### src/rtl/qoa_spi_master.sv
// qoa_spi_master: SPI mode-0 initiator that writes single bytes and reads 16-bit PCM samples.
// Optional: define SPI_MISO_SYNC_EN to pass spi_miso through a 2-flop synchronizer (CLK_DIV >= 3).
module qoa_spi_master #(
   parameter int CLK_DIV = 4
) (
   input  logic        sys_clk,
   input  logic        sys_rst_n,
   input  logic        cmd_valid,
   output logic        cmd_ready,
   input  logic        cmd_write,
   input  logic [7:0]  cmd_data,
   input  logic        cmd_hold_cs,
   output logic        rsp_valid,
   output logic [15:0] rsp_data,
   output logic        busy,
   output logic        spi_sclk,
   output logic        spi_cs_n,
   output logic        spi_mosi,
   input  logic        spi_miso
);

   typedef enum logic [2:0] {
      IDLE,
      SETUP,
      HIGH,
      LOW,
      TAIL,
      HELD,
      GAP
   } state_t;

   localparam logic [7:0] DIV_LOAD = 8'(CLK_DIV - 1);

   state_t      state;
   logic [7:0]  div_cnt;
   logic [3:0]  bit_cnt;
   logic        is_write;
   logic        hold_cs;
   logic [7:0]  tx_shift;
   logic [15:0] rx_shift;
   logic        miso_s;
   logic        phase_end;
   logic        last_bit;
   logic        accept;

`ifdef SPI_MISO_SYNC_EN
   logic [1:0] miso_sync;

   always_ff @(posedge sys_clk or negedge sys_rst_n) begin
      if (!sys_rst_n) begin
         miso_sync <= 2'b00;
      end else begin
         miso_sync <= {miso_sync[0], spi_miso};
      end
   end

   assign miso_s = miso_sync[1];

   // Two cycles of synchronizer delay must still land inside the HIGH phase.
   if (CLK_DIV < 3 || CLK_DIV > 255) begin : g_div_check
      $error("qoa_spi_master: CLK_DIV must be 3..255 with SPI_MISO_SYNC_EN");
   end
`else
   assign miso_s = spi_miso;

   if (CLK_DIV < 2 || CLK_DIV > 255) begin : g_div_check
      $error("qoa_spi_master: CLK_DIV must be 2..255");
   end
`endif

   assign phase_end = (div_cnt == 8'd0);
   assign last_bit  = is_write ? (bit_cnt == 4'd7) : (bit_cnt == 4'd15);
   assign accept    = cmd_valid && cmd_ready;

   // Each timed phase reloads div_cnt on exit; the shared decrement stops at zero.
   always_ff @(posedge sys_clk or negedge sys_rst_n) begin
      if (!sys_rst_n) begin
         state     <= IDLE;
         div_cnt   <= 8'd0;
         bit_cnt   <= 4'd0;
         is_write  <= 1'b0;
         hold_cs   <= 1'b0;
         tx_shift  <= 8'd0;
         rx_shift  <= 16'd0;
         cmd_ready <= 1'b0;
         rsp_valid <= 1'b0;
         rsp_data  <= 16'd0;
         busy      <= 1'b0;
         spi_sclk  <= 1'b0;
         spi_cs_n  <= 1'b1;
         spi_mosi  <= 1'b0;
      end else begin
         rsp_valid <= 1'b0;
         if (!phase_end) begin
            div_cnt <= div_cnt - 8'd1;
         end
         case (state)
            IDLE, HELD: begin
               if (accept) begin
                  is_write  <= cmd_write;
                  hold_cs   <= cmd_hold_cs;
                  tx_shift  <= {cmd_data[6:0], 1'b0};
                  spi_mosi  <= cmd_write & cmd_data[7];
                  spi_cs_n  <= 1'b0;
                  cmd_ready <= 1'b0;
                  busy      <= 1'b1;
                  bit_cnt   <= 4'd0;
                  div_cnt   <= DIV_LOAD;
                  state     <= SETUP;
               end else begin
                  cmd_ready <= 1'b1;
               end
            end
            SETUP: begin
               if (phase_end) begin
                  spi_sclk <= 1'b1;
                  div_cnt  <= DIV_LOAD;
                  state    <= HIGH;
               end
            end
            HIGH: begin
               if (phase_end) begin
                  rx_shift <= {rx_shift[14:0], miso_s};
                  spi_sclk <= 1'b0;
                  div_cnt  <= DIV_LOAD;
                  if (last_bit) begin
                     state <= TAIL;
                  end else begin
                     bit_cnt  <= bit_cnt + 4'd1;
                     spi_mosi <= is_write & tx_shift[7];
                     tx_shift <= {tx_shift[6:0], 1'b0};
                     state    <= LOW;
                  end
               end
            end
            LOW: begin
               if (phase_end) begin
                  spi_sclk <= 1'b1;
                  div_cnt  <= DIV_LOAD;
                  state    <= HIGH;
               end
            end
            TAIL: begin
               if (phase_end) begin
                  spi_mosi <= 1'b0;
                  div_cnt  <= DIV_LOAD;
                  if (!is_write) begin
                     rsp_valid <= 1'b1;
                     rsp_data  <= rx_shift;
                  end
                  if (hold_cs) begin
                     cmd_ready <= 1'b1;
                     state     <= HELD;
                  end else begin
                     spi_cs_n <= 1'b1;
                     state    <= GAP;
                  end
               end
            end
            GAP: begin
               if (phase_end) begin
                  cmd_ready <= 1'b1;
                  busy      <= 1'b0;
                  state     <= IDLE;
               end
            end
            default: begin
               state <= IDLE;
            end
         endcase
      end
   end

endmodule

### config.mk
export PLATFORM = sky130hd
export DESIGN_NAME = qoa_spi_master
export DESIGN_NICKNAME = d
export VERILOG_FILES = /design/src/rtl/qoa_spi_master.sv
export SDC_FILE = /design/constraint.sdc
export NUM_CORES = 1
export LEC_CHECK = 0
export ABC_AREA = 1
export CORE_MARGIN = 1
export CORE_UTILIZATION = 45
export CTS_BUF_LIST = sky130_fd_sc_hd__clkbuf_16
export CTS_CLUSTER_SIZE = 14
export DETAILED_ROUTE_END_ITERATION = 10
export PLACE_DENSITY = 0.63
export SKIP_LAST_GASP = 1
export SYNTH_ARGS = -nofsm -noshare
export SYNTH_HDL_FRONTEND = slang
export SYNTH_SLANG_ARGS = --single-unit
### constraint.sdc
create_clock -name sys_clk -period 3.5 [get_ports sys_clk]
set_input_delay 0.35 -clock sys_clk [delete_from_list [all_inputs] [get_ports sys_clk]]
set_output_delay 0.35 -clock sys_clk [all_outputs]
set_load 0.005 [all_outputs]
==> results.md, run 1 <==
- Leak Pwr: 1.75 nW
- First-pass DRT Iterations: 4
- Crit. End Element: register
- Critical-path top delay cell: nand2_1
- Number of CTS-inserted buffers: 9
- First-pass GRT wire length: 9.37 mm
- Post_cts resized: 0
- Post-route setup TNS: 0 ns
- Number of flops mapped to enable cells by yosys: 0
- Yosys reg bits: 62
- Fillcell total: 533
- Top post-synthesis cells by count: nand2_1, dfrtp_1, inv_1
- Maximum VDD drop: 0.497 mV
- Synth Flop Type: dfrtp_1
- Number of synthesis warnings: 0
- Die Wd: 81.8 um
- GP Congestion: 0.858
- Slew HR: 33.2%
- Clock slew at reported path FFs: 0.05 ns
- Cell Pwr Density: 801 nW/um^2
- FP Rows: 28
- Clk sinks: 62
- Most Frequent Cell on Critical Path: nand2_1
- Buf/Inv on CP: 1
- Placed inst area: 3250 sq um
- Die ar.: 6690 sq um
- DRC viols: 0
- Final HPWL DP: about 3.6 mm
- DR WL met2: 2.44 mm
- Final ANT Viol Nets: 0
- IO Port Bufs: 35
- Initial detailed-routing violation count: 94
- CP peak stage delay: 0.61 ns
- Setup Viol. Count Final: 0
- ANT cells: 0
- Final Skew: 0.00540 ns
- Simple-gate share of the synthesized area: 27.9%
- Yosys top cell area share: 53.3%
- Max Clock Freq: between 400 and 500 MHz
- Post-cts hold buffer count: 0
- Final Instance Area: 3620 sq um
- Largest family of logic cells by synthesized area: simple AND/OR/NAND/NOR gates
- CP arrival: 2.26 ns
- Maxcap violations: 0
- Final #Nets: 395
- Critical Path Source Type: register
- Initial Util: roughly 48%
- Critical Path, Cell by Cell: inv_1, ha_1, nand3_1, nor2_1, nand2_1, nand2_1, o21ai_1
- Initial antenna violation count: 0
- Core Region: between 6000 and 7000 sq um
- CP Data Required Time: 3.67 ns
- Worst skew pair latency: 0.33 ns
- Multiplexer area fraction after synthesis: 0%
- R2R depth: 7
- All-Layer GR Usage: about a fifth
- Largest cells by area after synthesis: dfrtp_1, nand2_1, inv_1
- Adder-cell share of the synthesized area: under 10%
- Crit path max fanout: 32
- Inst Count DP: 441
- Pre-CTS setup slack: 1.40 ns
- Number of global-route vias before repair: 2074
- Htree depth: 3
- XOR/XNOR Fraction of Synth Area: 1.22%
- Critical path depth: 7
- WS Path Type: reg2reg
- Final Worst Setup Slack: ~1.4 ns
- Drt total wl: 5.43 mm
- Non-filler cells, final: 457
- Layout cells sized above 1: 10.2%
- Via density: 4.86
- Post-synthesis sequential area ratio: 54.2%
- DR WL/cell: between 10 and 15 um
- Status: finished, final reports clean
- RSZ-0062 raised after global routing: false
- Clk buf depth: 2
- Final period util: 59.7%
- Mapped Avg Cell Area: 8.45 sq um
- Final Hold Viols: 0
- Postcts setup bufs: 0
- Largest net degree at the start of global routing: 47
- Cells after synthesis: 339
- Area growth syn-to-layout: 26.4%
- Total power: 2.90 mW
- Grt ovf: 0
- CP delay by family, top: simple AND/OR/NAND/NOR gates
- Ys async rst share: 100%
- Y dimension of the die: 81.8 um
- Post-layout min period: around 2.1 ns
- Yosys cell types: 30
- TritonCTS clock tree: done
- Compound-Gate Fraction of Synth Area: 7.73%
- Syn_nets: 357
- Clk root buf: clkbuf_16
- Slew @ Worst Pin: 1.00 ns
- Ports: 36
- Total number of vias: 2222
- Top-count cell post-synth: nand2_1
- DRT met1 WL: about 2.6 mm
- Max-slew violations: 0
- Top Metal Used: met4
- Post-synth design cell area: 2870 sq um
- Yosys top cell by area: dfrtp_1
- WL met3: 250 um
- Tightest Hold Check Type: in2async
-- final timing paths --
path / startpoint / to / slack, ns
max: div_cnt[0]$_DFF_PN0_ / rsp_data[3]$_DFFE_PN0P_ / 1.41
min: sys_rst_n / rx_shift[0]$_DFFE_PN0P_ / 0.19
max reg2reg: div_cnt[0]$_DFF_PN0_ / rsp_data[3]$_DFFE_PN0P_ / 1.41
min reg2reg: spi_cs_n$_DFFE_PN1P_ / spi_cs_n$_DFFE_PN1P_ / 0.47
max in group asynchronous: sys_rst_n / spi_cs_n$_DFFE_PN1P_ / 2.45
min in group sys_clk: spi_cs_n$_DFFE_PN1P_ / spi_cs_n$_DFFE_PN1P_ / 0.47
-- power by group --
group,internal (mW),switching [mW],total [mW]
clock,0.771,0.330,1.10
combinational,0.292,0.528,0.820
sequential,0.871,0.108,0.979
-- through the flow --
| step | utilization, % | hold slack, ns |
|---|---|---|
| floorplan | - | 0.0544 |
| global placement | 54.0 | 0.457 |
| detailed placement | 54.0 | 0.459 |
| CTS | 60.1 | 0.228 |
| global route | 60.1 | 0.302 |
| finish | 60.1 | 0.193 |
-- per-layer routing --
metal / up-vias / GRT usage (%)
met1: 1011 / 25.1
met3: 9 / 5.00
met4: 0 / 10.9
li1: 1147 / -
met5: - / 0
met2: 55 / 29.1
-- worst register-to-register path, stage by stage, from the launching register on --
cell     delay, ns
dfrtp_1       0.38
inv_1         0.11
ha_1          0.16
nand3_1       0.09
nor2_1        0.26
nand2_1       0.61
nand2_1       0.24
o21ai_1       0.09
-- layout make-up --
| class | instances | area [sq um] | area share [%] |
|---|---|---|---|
| Tap cell | 75 | 93.8 | 2.59 |
| Clock inverter | 7 | 145 | 4.01 |
| Inverter | 36 | 138 | 3.80 |
| Timing Repair Buffer | 37 | 360 | 9.95 |
| Multi-Input combinational cell | 231 | 1110 | 30.6 |
| Clock buffer | 9 | 225 | 6.22 |
| Sequential cell | 62 | 1550 | 42.9 |
-- cell families after synthesis --
kind of cell             after synthesis
adder cells (fa/ha/maj)                4
XOR/XNOR                               4
buffers and inverters                 46
AO/OA/AOI/OAI                         43
flip-flops                            62
AND/OR/NAND/NOR                      180
-- sequential cells by signal, summed over array words and instances (netlist names) --
signal     cells
state          3
spi_sclk       1
is_write       1
spi_cs_n       1
hold_cs        1
rx_shift      16
cmd_ready      1
busy           1
rsp_data      16
div_cnt        8
tx_shift       7
bit_cnt        4
spi_mosi       1
rsp_valid      1
-- cells in the final DEF (no fill, tap or decap), drive strengths merged, types with 3 or more instances in the layout --
master	Yosys	layout
a21oi	7	7
buf	10	3
bufinv	0	4
clkbuf	0	9
clkdlybuf4s50	0	34
dfrtp	61	61
ha	4	4
inv	36	37
nand2	121	121
nand3	24	24
nor2	25	25
nor3	4	4
o21ai	35	35
or2	3	3
xor2	4	4
Power figures use the tool's default switching activity.
==> inputs of run 2 (changes only) <==
==> constraint.sdc (replaced) <==
create_clock -name sys_clk -period 2.2 [get_ports sys_clk]
set_input_delay 0.22 -clock sys_clk [delete_from_list [all_inputs] [get_ports sys_clk]]
set_output_delay 0.22 -clock sys_clk [all_outputs]
set_load 0.005 [all_outputs]
==> results.md, run 2 (synthesis gave the netlist of run 1 again) <==
- Regs by FF count: rsp_data (16), rx_shift (16), div_cnt (8)
- Total number of vias: between 2000 and 2500
- Commonest cells after routing, fill and taps aside: nand2_1, dfrtp_1, clkdlybuf4s50_1
- Clk sinks: 62
- P_sw: 1.56 mW
- FP Rows: 28
- Layout cells sized above 1: a little under an eighth
- Maximum VDD drop: ~0.68 mV
- Area growth syn-to-layout: 28.2%
- All-Layer GR Usage: between 10% and 20%
- Final Hold Viols: 0
- Comb pwr share: 30.3%
- GP Congestion: between 0.8 and 0.9
- Clk buf depth: 2
- Postcts setup bufs: 0
- Cell Pwr Density: 1250 nW/um^2
- First-pass GRT wire length: slightly below 10 mm
- Seq pwr share: 34.1%
- Crit. End Element: register
- CP arrival: about 1.9 ns
- Slew @ Worst Pin: 0.419 ns
- Ports: 36
- DR WL/cell: 12.0 um
- Core Region: 6030 sq um
- Initial detailed-routing violation count: 145
- Pint: approximately 3 mW
- Final period util: 77.9%
- CP peak stage delay: 0.46 ns
- Final ANT Viol Nets: 0
- Final #Nets: between 400 and 500
- Number of CTS-inserted buffers: 9
- Number of global-route vias before repair: 2256
- Max-slew violations: 0
- TritonCTS clock tree: done
- Largest net degree at the start of global routing: between 40 and 50
- Inst Count DP: 446
- Initial antenna violation count: 0
- Crit path max fanout: 24
- Final Core Density: approximately three fifths
- Final HPWL DP: 3.67 mm
- Post-layout min period: 1.71 ns
- Leak Pwr: 1.77 nW
- RSZ-0062 raised after global routing: false
- IO Port Bufs: 35
- Clk root buf: clkbuf_16
- Sw frac: 34.2%
- Post-route setup TNS: 0 ns
- Via density: 4.85
- Initial Util: 47.5%
- Tightest Hold Check Type: in2async
- Htree depth: 3
- ANT cells: 0
- Non-filler cells, final: 463
- Critical Path, Cell by Cell: inv_2, nand2_1, nor2_4, inv_4, nor2_2, buf_12, o21ai_0
- Critical Path Source Type: register
- Clock slew at reported path FFs: 0.06 ns
- Clock power frac: 35.6%
- Grt ovf: 0
- Y dimension of the die: ~82 um
- Final Skew: 0.00451 ns
- Fillcell total: around 530
- Status: finished, final reports clean
- Die Wd: a little over 80 um
- Max Clock Freq: 584 MHz
- DRC viols: 0
- Worst skew pair latency: 0.33 ns
- WS Path Type: reg2reg
- Die ar.: ~6700 sq um
- Critical-path top delay cell: dfrtp_1
- Slew HR: 72.1%
- Worst r2r src: state[0]$_DFFE_PN0P_
- Crit. Startpoint: state[0]$_DFFE_PN0P_
- Setup Viol. Count Final: 0
- Maxcap violations: 0
- Drt total wl: 5.58 mm
- First-pass DRT Iterations: 4
- Most common cell after layout, fill and taps aside: nand2_1
- CP Data Required Time: 2.40 ns
## run 2: changes by cell type in the layout (fill, tap and decap cells not counted), sizes merged
cell	delta
inv	-1
clkinvlp	+1
buf	+5
clkinv	+1
dlygate4sd3	+1
bufinv	-1
## run 2: critical path, delay by kind of cell (launching register included)
kind | cells | cell delay, ns
compound gates | 1 | 0.10
buf+inv | 3 | 0.40
simple gates | 3 | 0.63
flops | 1 | 0.46
## run 2: stage by stage
stage | power [mW] | hold WS (ns) | cell area, sq um | worst slack [ns]
detailed placement | 2.96 | 0.181 | 3310 | 0.510
floorplan | 2.60 | -0.0756 | 2870 | 0.709
global placement | 2.94 | 0.180 | 3310 | 0.549
finish | 4.58 | 0.360 | 3670 | 0.487
CTS | 4.63 | 0.370 | 3670 | 0.472
global route | 4.91 | 0.421 | 3670 | 0.303
## run 2: final timing paths
check / end / slack (ns) / depth (start not counted)
worst min register to register: spi_cs_n$_DFFE_PN1P_ / 0.47 / 2
worst max register to register: rx_shift[3]$_DFFE_PN0P_ / 0.49 / 7
worst min-delay path: hold_cs$_DFFE_PN0P_ / 0.36 / 2
min in group sys_clk: tx_shift[1]$_DFFE_PN0P_ / 0.44 / 3
max in group asynchronous: tx_shift[7]$_DFFE_PN0P_ / 1.27 / 3
worst max-delay path: rx_shift[3]$_DFFE_PN0P_ / 0.49 / 7
## run 2: layout make-up
type / count / area, sq um / area share [%]
Timing Repair Buffer: 43 / 433 / 11.8
Tap cell: 75 / 93.8 / 2.56
Inverter: 36 / 138 / 3.75
Clock inverter: 7 / 123 / 3.34
Multi-Input combinational cell: 231 / 1110 / 30.2
Sequential cell: 62 / 1550 / 42.3
Clock buffer: 9 / 225 / 6.13
## run 2: timing repair
| action | 4_1_cts | 5_1_grt |
|---|---|---|
| endpoints found under the hold margin | 15 | 0 |
| hold buffers | 1 | 0 |
| gates resized for setup | 0 | 0 |
| setup endpoints to repair | 0 | 0 |
## run 2: power groups by stage
stage / clock [mW] / combinational, mW / sequential, mW
floorplan: 0 / 1.06 / 1.54
global placement: 0 / 1.36 / 1.57
detailed placement: 0 / 1.39 / 1.57
CTS: 1.67 / 1.40 / 1.56
global route: 1.72 / 1.61 / 1.59
finish: 1.63 / 1.39 / 1.56
## run 2: metal layers
layer  vias up  wire [um]  GRT usage, %  share of wire (%)
met5         -          0             0                  0
met4         0        107          9.47                1.9
met3        13        270          6.44                4.8
met2        66       2450          31.5                 44
met1      1013       2750          23.9                 49
li1       1155          -             -                  -
